<file path="config.mk">
export PLATFORM = sky130hd
export DESIGN_NAME = matmul_seq_flat
export DESIGN_NICKNAME = d
export VERILOG_FILES = /design/src/rtl/matmul_pkg.sv /design/src/rtl/matmul_seq_if.sv /design/src/rtl/matmul_mac.sv /design/src/rtl/matmul_seq.sv /design/src/flat_wrapper.sv
export SDC_FILE = /design/constraint.sdc
export NUM_CORES = 2
export LEC_CHECK = 0
export CAP_MARGIN = 10
export CORE_UTILIZATION = 28
export CTS_BUF_LIST = sky130_fd_sc_hd__clkbuf_4 sky130_fd_sc_hd__clkbuf_8
export DETAILED_ROUTE_END_ITERATION = 6
export GPL_TIMING_DRIVEN = 0
export HOLD_SLACK_MARGIN = 0.05
export SLEW_MARGIN = 20
export SYNTH_ARGS = -nofsm -noshare
export SYNTH_HDL_FRONTEND = slang
export SYNTH_HIERARCHICAL = 1
export SYNTH_SLANG_ARGS = --single-unit
</file>
<file path="constraint.sdc">
create_clock -name clk -period 10.6 [get_ports clk]
set_input_delay 1.06 -clock clk [delete_from_list [all_inputs] [get_ports clk]]
set_output_delay 1.06 -clock clk [all_outputs]
set_load 0.05 [all_outputs]
</file>
<file path="src/rtl/matmul_pkg.sv">
// Shared definitions for the sequential matrix multiplier: FSM encoding and
// the in-memory matrix layout (two header words followed by row-major data).
package matmul_pkg;

    typedef enum logic [3:0] {
        S_IDLE, S_H0, S_H1, S_H2, S_H3, S_H4, S_CHK,
        S_WH0, S_WH1, S_ELEM, S_RA, S_RB, S_MC, S_WR, S_DONE
    } state_t;

    localparam int unsigned HDR_ROWS_OFF = 0;
    localparam int unsigned HDR_COLS_OFF = 4;
    localparam int unsigned DATA_OFF     = 8;
    localparam int unsigned WORD_BYTES   = 4;

endpackage

</file>
<file path="src/rtl/matmul_seq_if.sv">
// Single-port word memory bus used by the multiplier; read data returns
// one cycle after the read strobe.
interface matmul_seq_if #(
    parameter int ADDR_W = 32,
    parameter int DATA_W = 32
);
    logic [ADDR_W-1:0] mem_addr;
    logic              mem_rd;
    logic              mem_we;
    logic [DATA_W-1:0] mem_wdata;
    logic [DATA_W-1:0] mem_rdata;

    modport master (output mem_addr, mem_rd, mem_we, mem_wdata, input mem_rdata);
    modport slave  (input mem_addr, mem_rd, mem_we, mem_wdata, output mem_rdata);
endinterface

</file>
<file path="src/rtl/matmul_mac.sv">
// Multiply-accumulate register with clear, load and accumulate controls.
// acc_next exposes the value the register takes on the coming edge.
module matmul_mac #(
    parameter int DATA_W = 32
) (
    input  logic              clk,
    input  logic              reset,
    input  logic              clr,
    input  logic              load,
    input  logic              acc_en,
    input  logic [DATA_W-1:0] load_val,
    input  logic [DATA_W-1:0] a_val,
    input  logic [DATA_W-1:0] b_val,
    output logic [DATA_W-1:0] acc_next
);
    logic [DATA_W-1:0] acc_q;
    logic [DATA_W-1:0] acc_d;
    logic [DATA_W-1:0] prod;

    always_comb begin
        // Low DATA_W bits of the product are the same for signed and unsigned operands.
        prod  = a_val * b_val;
        acc_d = acc_q;
        if (clr)
            acc_d = '0;
        else if (load)
            acc_d = load_val;
        else if (acc_en)
            acc_d = acc_q + prod;
    end

    always_ff @(posedge clk or negedge reset) begin
        if (!reset)
            acc_q <= '0;
        else
            acc_q <= acc_d;
    end

    assign acc_next = acc_d;
endmodule

</file>
<file path="src/rtl/matmul_seq.sv">
// Sequential C = A*B (or C += A*B) engine over a single word memory,
// one multiply-accumulate per three cycles with all bus outputs registered.
module matmul_seq
    import matmul_pkg::*;
#(
    parameter int DATA_W = 32,
    parameter int ADDR_W = 32,
    parameter int DIM_W  = 8
) (
    input  logic              clk,
    input  logic              reset,
    input  logic              start,
    input  logic              acc_mode,
    input  logic [ADDR_W-1:0] addr_a,
    input  logic [ADDR_W-1:0] addr_b,
    input  logic [ADDR_W-1:0] addr_c,
    matmul_seq_if.master      mem,
    output logic              busy,
    output logic              done,
    output logic              err
);
    localparam logic [DIM_W-1:0] MAX_DIM = '1;

    state_t state_q, state_d;
    logic acc_mode_q, acc_mode_d;
    logic [ADDR_W-1:0] addr_a_q, addr_a_d, addr_b_q, addr_b_d, addr_c_q, addr_c_d;
    logic [DATA_W-1:0] arows_q, arows_d, acols_q, acols_d, brows_q, brows_d, bcols_q, bcols_d;
    logic [DIM_W-1:0]  i_q, i_d, j_q, j_d, k_q, k_d;
    logic [DATA_W-1:0] a_val_q, a_val_d;
    logic [ADDR_W-1:0] mem_addr_q, mem_addr_d;
    logic [DATA_W-1:0] mem_wdata_q, mem_wdata_d;
    logic mem_rd_q, mem_rd_d, mem_we_q, mem_we_d;
    logic busy_q, busy_d, done_q, done_d, err_q, err_d;

    logic [DIM_W-1:0]  m_dim, n_dim, k_dim;
    logic              mac_clr, mac_load, mac_acc;
    logic [DATA_W-1:0] mac_acc_next;

    assign m_dim = arows_q[DIM_W-1:0];
    assign k_dim = acols_q[DIM_W-1:0];
    assign n_dim = bcols_q[DIM_W-1:0];

    function automatic logic dim_bad(input logic [DATA_W-1:0] d);
        return (d == '0) || (d > DATA_W'(MAX_DIM));
    endfunction

    function automatic logic [ADDR_W-1:0] elem_addr(input logic [ADDR_W-1:0] base,
                                                    input logic [DIM_W-1:0] row,
                                                    input logic [DIM_W-1:0] col,
                                                    input logic [DIM_W-1:0] ncols);
        return base + ADDR_W'(DATA_OFF)
             + ADDR_W'(WORD_BYTES) * (ADDR_W'(row) * ADDR_W'(ncols) + ADDR_W'(col));
    endfunction

    // The C read issued in ELEM arrives during the first RA of the element.
    assign mac_clr  = (state_q == S_ELEM) && !acc_mode_q;
    assign mac_load = (state_q == S_RA) && acc_mode_q && (k_q == '0);
    assign mac_acc  = (state_q == S_MC);

    matmul_mac #(.DATA_W(DATA_W)) u_mac (
        .clk      (clk),
        .reset    (reset),
        .clr      (mac_clr),
        .load     (mac_load),
        .acc_en   (mac_acc),
        .load_val (mem.mem_rdata),
        .a_val    (a_val_q),
        .b_val    (mem.mem_rdata),
        .acc_next (mac_acc_next)
    );

    always_comb begin
        state_d     = state_q;
        acc_mode_d  = acc_mode_q;
        addr_a_d    = addr_a_q;
        addr_b_d    = addr_b_q;
        addr_c_d    = addr_c_q;
        arows_d     = arows_q;
        acols_d     = acols_q;
        brows_d     = brows_q;
        bcols_d     = bcols_q;
        i_d         = i_q;
        j_d         = j_q;
        k_d         = k_q;
        a_val_d     = a_val_q;
        mem_addr_d  = mem_addr_q;
        mem_wdata_d = mem_wdata_q;
        mem_rd_d    = 1'b0;
        mem_we_d    = 1'b0;
        done_d      = 1'b0;
        err_d       = err_q;
        // Outputs are computed for the state being entered, so every strobe is a flop.
        case (state_q)
            S_IDLE: if (start) begin
                acc_mode_d = acc_mode;
                addr_a_d   = addr_a;
                addr_b_d   = addr_b;
                addr_c_d   = addr_c;
                err_d      = 1'b0;
                state_d    = S_H0;
                mem_rd_d   = 1'b1;
                mem_addr_d = addr_a + ADDR_W'(HDR_ROWS_OFF);
            end
            S_H0: begin
                state_d    = S_H1;
                mem_rd_d   = 1'b1;
                mem_addr_d = addr_a_q + ADDR_W'(HDR_COLS_OFF);
            end
            S_H1: begin
                arows_d    = mem.mem_rdata;
                state_d    = S_H2;
                mem_rd_d   = 1'b1;
                mem_addr_d = addr_b_q + ADDR_W'(HDR_ROWS_OFF);
            end
            S_H2: begin
                acols_d    = mem.mem_rdata;
                state_d    = S_H3;
                mem_rd_d   = 1'b1;
                mem_addr_d = addr_b_q + ADDR_W'(HDR_COLS_OFF);
            end
            S_H3: begin
                brows_d = mem.mem_rdata;
                state_d = S_H4;
            end
            S_H4: begin
                bcols_d = mem.mem_rdata;
                state_d = S_CHK;
            end
            S_CHK: begin
                i_d = '0;
                j_d = '0;
                k_d = '0;
                if (acols_q != brows_q || dim_bad(arows_q) || dim_bad(acols_q) || dim_bad(bcols_q)) begin
                    err_d   = 1'b1;
                    done_d  = 1'b1;
                    state_d = S_DONE;
                end else begin
                    state_d     = S_WH0;
                    mem_we_d    = 1'b1;
                    mem_addr_d  = addr_c_q + ADDR_W'(HDR_ROWS_OFF);
                    mem_wdata_d = arows_q;
                end
            end
            S_WH0: begin
                state_d     = S_WH1;
                mem_we_d    = 1'b1;
                mem_addr_d  = addr_c_q + ADDR_W'(HDR_COLS_OFF);
                mem_wdata_d = bcols_q;
            end
            S_WH1: begin
                state_d    = S_ELEM;
                mem_rd_d   = acc_mode_q;
                mem_addr_d = elem_addr(addr_c_q, i_q, j_q, n_dim);
            end
            S_ELEM: begin
                state_d    = S_RA;
                mem_rd_d   = 1'b1;
                mem_addr_d = elem_addr(addr_a_q, i_q, '0, k_dim);
            end
            S_RA: begin
                state_d    = S_RB;
                mem_rd_d   = 1'b1;
                mem_addr_d = elem_addr(addr_b_q, k_q, j_q, n_dim);
            end
            S_RB: begin
                a_val_d = mem.mem_rdata;
                state_d = S_MC;
            end
            S_MC: begin
                if (k_q == k_dim - 1'b1) begin
                    state_d     = S_WR;
                    mem_we_d    = 1'b1;
                    mem_addr_d  = elem_addr(addr_c_q, i_q, j_q, n_dim);
                    mem_wdata_d = mac_acc_next;
                end else begin
                    k_d        = k_q + 1'b1;
                    state_d    = S_RA;
                    mem_rd_d   = 1'b1;
                    mem_addr_d = elem_addr(addr_a_q, i_q, k_q + 1'b1, k_dim);
                end
            end
            S_WR: begin
                k_d = '0;
                if (j_q == n_dim - 1'b1 && i_q == m_dim - 1'b1) begin
                    state_d = S_DONE;
                    done_d  = 1'b1;
                end else begin
                    if (j_q == n_dim - 1'b1) begin
                        j_d = '0;
                        i_d = i_q + 1'b1;
                    end else begin
                        j_d = j_q + 1'b1;
                    end
                    state_d    = S_ELEM;
                    mem_rd_d   = acc_mode_q;
                    mem_addr_d = elem_addr(addr_c_q, i_d, j_d, n_dim);
                end
            end
            S_DONE:  state_d = S_IDLE;
            default: state_d = S_IDLE;
        endcase
        busy_d = (state_d != S_IDLE);
    end

    always_ff @(posedge clk or negedge reset) begin
        if (!reset) begin
            state_q     <= S_IDLE;
            acc_mode_q  <= 1'b0;
            addr_a_q    <= '0;
            addr_b_q    <= '0;
            addr_c_q    <= '0;
            arows_q     <= '0;
            acols_q     <= '0;
            brows_q     <= '0;
            bcols_q     <= '0;
            i_q         <= '0;
            j_q         <= '0;
            k_q         <= '0;
            a_val_q     <= '0;
            mem_addr_q  <= '0;
            mem_wdata_q <= '0;
            mem_rd_q    <= 1'b0;
            mem_we_q    <= 1'b0;
            busy_q      <= 1'b0;
            done_q      <= 1'b0;
            err_q       <= 1'b0;
        end else begin
            state_q     <= state_d;
            acc_mode_q  <= acc_mode_d;
            addr_a_q    <= addr_a_d;
            addr_b_q    <= addr_b_d;
            addr_c_q    <= addr_c_d;
            arows_q     <= arows_d;
            acols_q     <= acols_d;
            brows_q     <= brows_d;
            bcols_q     <= bcols_d;
            i_q         <= i_d;
            j_q         <= j_d;
            k_q         <= k_d;
            a_val_q     <= a_val_d;
            mem_addr_q  <= mem_addr_d;
            mem_wdata_q <= mem_wdata_d;
            mem_rd_q    <= mem_rd_d;
            mem_we_q    <= mem_we_d;
            busy_q      <= busy_d;
            done_q      <= done_d;
            err_q       <= err_d;
        end
    end

    assign mem.mem_addr  = mem_addr_q;
    assign mem.mem_wdata = mem_wdata_q;
    assign mem.mem_rd    = mem_rd_q;
    assign mem.mem_we    = mem_we_q;
    assign busy          = busy_q;
    assign done          = done_q;
    assign err           = err_q;
endmodule
</file>
<file path="src/flat_wrapper.sv">
// flat-port wrapper written by rule: the top's interface ports become plain ports
module matmul_seq_flat import matmul_pkg::*;
#(
    parameter int DATA_W = 32,
    parameter int ADDR_W = 32,
    parameter int DIM_W  = 8
)
  (clk, reset, start, acc_mode, addr_a, addr_b, addr_c, busy, done, err, mem_mem_addr, mem_mem_rd, mem_mem_we, mem_mem_wdata, mem_mem_rdata);
  matmul_seq_if #(.ADDR_W(ADDR_W), .DATA_W(DATA_W)) mem_i ();
  input  logic clk;
  input  logic reset;
  input  logic start;
  input  logic acc_mode;
  input  logic [ADDR_W-1:0] addr_a;
  input  logic [ADDR_W-1:0] addr_b;
  input  logic [ADDR_W-1:0] addr_c;
  output logic busy;
  output logic done;
  output logic err;
  output wire logic [$bits(mem_i.mem_addr)-1:0] mem_mem_addr;
  output wire logic [$bits(mem_i.mem_rd)-1:0] mem_mem_rd;
  output wire logic [$bits(mem_i.mem_we)-1:0] mem_mem_we;
  output wire logic [$bits(mem_i.mem_wdata)-1:0] mem_mem_wdata;
  input wire logic [$bits(mem_i.mem_rdata)-1:0] mem_mem_rdata;
  assign mem_mem_addr = mem_i.mem_addr;
  assign mem_mem_rd = mem_i.mem_rd;
  assign mem_mem_we = mem_i.mem_we;
  assign mem_mem_wdata = mem_i.mem_wdata;
  assign mem_i.mem_rdata = mem_mem_rdata;
  matmul_seq #(.DATA_W(DATA_W), .ADDR_W(ADDR_W), .DIM_W(DIM_W)) u_core (.clk(clk), .reset(reset), .start(start), .acc_mode(acc_mode), .addr_a(addr_a), .addr_b(addr_b), .addr_c(addr_c), .mem(mem_i), .busy(busy), .done(done), .err(err));
endmodule
</file>
==> impl_results.md <==
- GR Layer Usage met3: between 3 and 4%
- Routability cong.: about 1.0
- Synth Area per Inst: approximately 9 sq um
- Drt total wl: between 200 and 250 mm
- Die Height: roughly 440 um
- Detail-routed net length per standard cell: approximately 24 um
- Initial antenna violation count: 15
- Final period util: 95.3%
- Endpoints failing setup: 0
- Post-synthesis register bit count: between 300 and 400
- Failing checks: DRC
- Slew Limit Fails: 0
- RSZ-0062 raised after global routing: false
- Gate count after technology mapping: 5911
- Synth warn: 6
- Clock sinks: 386
- Synthesized area: around 53000 sq um
- Drt initial violations: 4249
- Crit-path slowest cell: fa_1
- Cell variety after synth: roughly 110
- Gr usage total: a little over a fifth
- EDFF count, synth: 0
- DP Cell Count: about 8600
- Share of layout cells above drive strength 1: 8.21%
- # fillers: 19800
- Total gr overflow: 0
- Via count: roughly 46000
- Vias in the first global route: about 47000
- Final hold violations: 0
- Root Buffer Master: clkbuf_8
- Pin count of the biggest net entering global routing: 94
- CTS tree: done
- WP data required: ~11 ns
- Register area: 9660 sq um
- Final Skew: about 0.057 ns
- Top post-synthesis cells by area: fa_1, dfrtp_1, ha_1
- Final period demand of the worst path: between 10 and 15 ns
- WP buf/inv: 5
- Critical path type: register to register
- Critical Path End Type: register
- Worst path arrival time: between 10 and 15 ns
- CTS Hold Buffers Added: 0
- Die area: about 190000 sq um
- Area leader, netlist: fa_1
- Max incr delay on CP: 0.50 ns
- Synth Flop Type: dfrtp_1
- Placed inst area: roughly 59000 sq um
- Status: complete, but fails checks
- Register area share after synthesis: between 10% and 20%
- Post-Layout Cell Count: 8750
- Cts bufs inserted: 76
- TritonRoute pass-1 iters: 7
- CP top delay family: compound AO/OA/AOI/OAI gates
- Post-DRT Antenna Nets: 0
- H-tree levels: 3
- Top cells by count, synth: inv_1, fa_1, nand2_1
- Worst-case clock buffer depth: 3
- Fin area: 60300 sq um
- Clk Latency, worst-skew pair: between 0.7 and 0.8 ns
- Hpwl dp: approximately 170 mm
- Max Cap Viol: 0
- GR peak layer: met2
- Reg clk slew, reported paths: 0.06 ns
- Fmax: 99.0 MHz
- Min Hold Slack: 0.265 ns
- Global-route wire length before repair: around 310 mm
- Multi-input logic area: 39400 sq um
- Min-delay worst type: input pin to async pin
- Area growth syn-to-layout: 13.2%
- Row cnt: approximately 160
- Die span in x: ~440 um
- M1 GR Usage: 26.2%
- Top cell type's share of synthesized area: 23.0%
- IO buf count: 200
- Count leader, synth: inv_1
- Critical path peak fanout: 10
- Number of vias per cell: about 5.2
- Least-Margin Pin Slew: between 1 and 1.5 ns
- Initial Utilization: between 20% and 30%
- Core Region: approximately 190000 sq um
- Mapped Nets: just over 7000
- Met2 usage: 35.3%
- Post-synth ARST share: between 90% and 100%
- Rel. slew slack: 16.5%
- Nets: 7338
- I/O Pins: roughly 200
- DRC Markers: 3
- Critical Path Start Type: register
cells in the final DEF (no fill, tap or decap), types with 31 or more instances in the layout:
cell and count:
a211oi_1 33, a21o_1 60, a21oi_1 203, a22oi_1 53
a31oi_1 69, and2_1 445, and3_1 43, buf_1 31
clkbuf_1 238, clkbuf_8 89, clkdlybuf4s50_1 195, dfrtp_1 384
fa_1 612, ha_1 400, inv_1 832, mux2_2 250
mux2i_1 37, nand2_1 567, nand3_1 107, nand4_1 48
nor2_1 242, nor2b_1 76, nor3_1 67, nor4_1 38
o21a_1 34, o21ai_0 164, xnor2_1 280, xor2_1 126
final timing paths:
path                       slack [ns]  depth (start not counted)              startpoint                       to
max                              0.50                         37       u_core/bcols_q[0]  u_core/mem.mem_addr[22]
min                              0.26                          1                   reset      u_core/addr_b_q[10]
max reg2reg                      0.50                         37       u_core/bcols_q[0]  u_core/mem.mem_addr[22]
min reg2reg                      0.48                          1  u_core/mem.mem_addr[4]   u_core/mem.mem_addr[4]
max in group asynchronous        8.96                          3                   reset       u_core/arows_q[31]
min in group clk                 0.48                          1  u_core/mem.mem_addr[4]   u_core/mem.mem_addr[4]
worst reg2reg max path, delay by kind of cell (launching register included):
family / cells / cell delay (ns)
XOR/XNOR: 3 / 0.77
AND/OR/NAND/NOR: 8 / 1.45
AO/OA/AOI/OAI: 14 / 3.63
buffers and inverters: 5 / 0.68
flip-flops: 1 / 0.49
adder cells (fa/ha/maj): 7 / 2.99
state kept, by name, summed over array words and instances (netlist names), 4 cells and up:
name and count:
u_core/a_val_q 32, u_core/acols_q 32, u_core/addr_a_q 32, u_core/addr_b_q 32
u_core/addr_c_q 32, u_core/arows_q 32, u_core/bcols_q 32, u_core/brows_q 32
u_core/mem.mem_addr 32, u_core/mem.mem_wdata 32, u_core/u_mac/acc_q 32, u_core/i_q 8
u_core/j_q 8, u_core/k_q 8, u_core/state_q 4
metal layers:
metal	wire (um)	up-vias	share of wire (%)
met2	97200	2164	46
met4	15800	4	7.5
met3	15000	574	7.2
met5	21	-	0.010
met1	81800	23000	39
li1	-	20000	-
stage by stage:
stage,utilization [%],setup TNS [ns],worst slack (ns)
detailed placement,31.1,-8.33,-1.12
finish,32.0,0,0.498
global route,32.0,0,0.00713
floorplan,-,0,1.74
CTS,32.0,0,0.0207
global placement,31.0,-3619.04,-9.50
final cells by class:
type / instances / area share (%)
buffer: 305 / 2.11
inverter: 835 / 5.20
sequential: 386 / 16.0
clock buffer: 103 / 2.14
tap: 2495 / 5.18
clock inverter: 28 / 0.519
multi-input combinational: 4381 / 65.3
antenna: 8 / 0.0332
timing repair buffer: 209 / 3.55
cells by family after synthesis:
group / count (synthesis) / synth area share, %
adders and majority gates: 1012 / 32.4
xor gates and xnor gates: 414 / 6.82
AOI/OAI and AO/OA: 904 / 11.5
muxes: 288 / 6.00
DFF: 386 / 18.1
and+or+nand+nor: 1763 / 16.8
buffers and inverters: 1144 / 8.30
timing repair:
action	4_1_cts	5_1_grt
gates cloned	0	0
pin swaps	1	1
resized for setup	14	12
endpoints found under the setup margin	15	14
buffers inserted	2	1
Power is left out: the tool's default activity adds up to more than one toggle a clock period on the data nets, which glitch-free logic cannot reach.
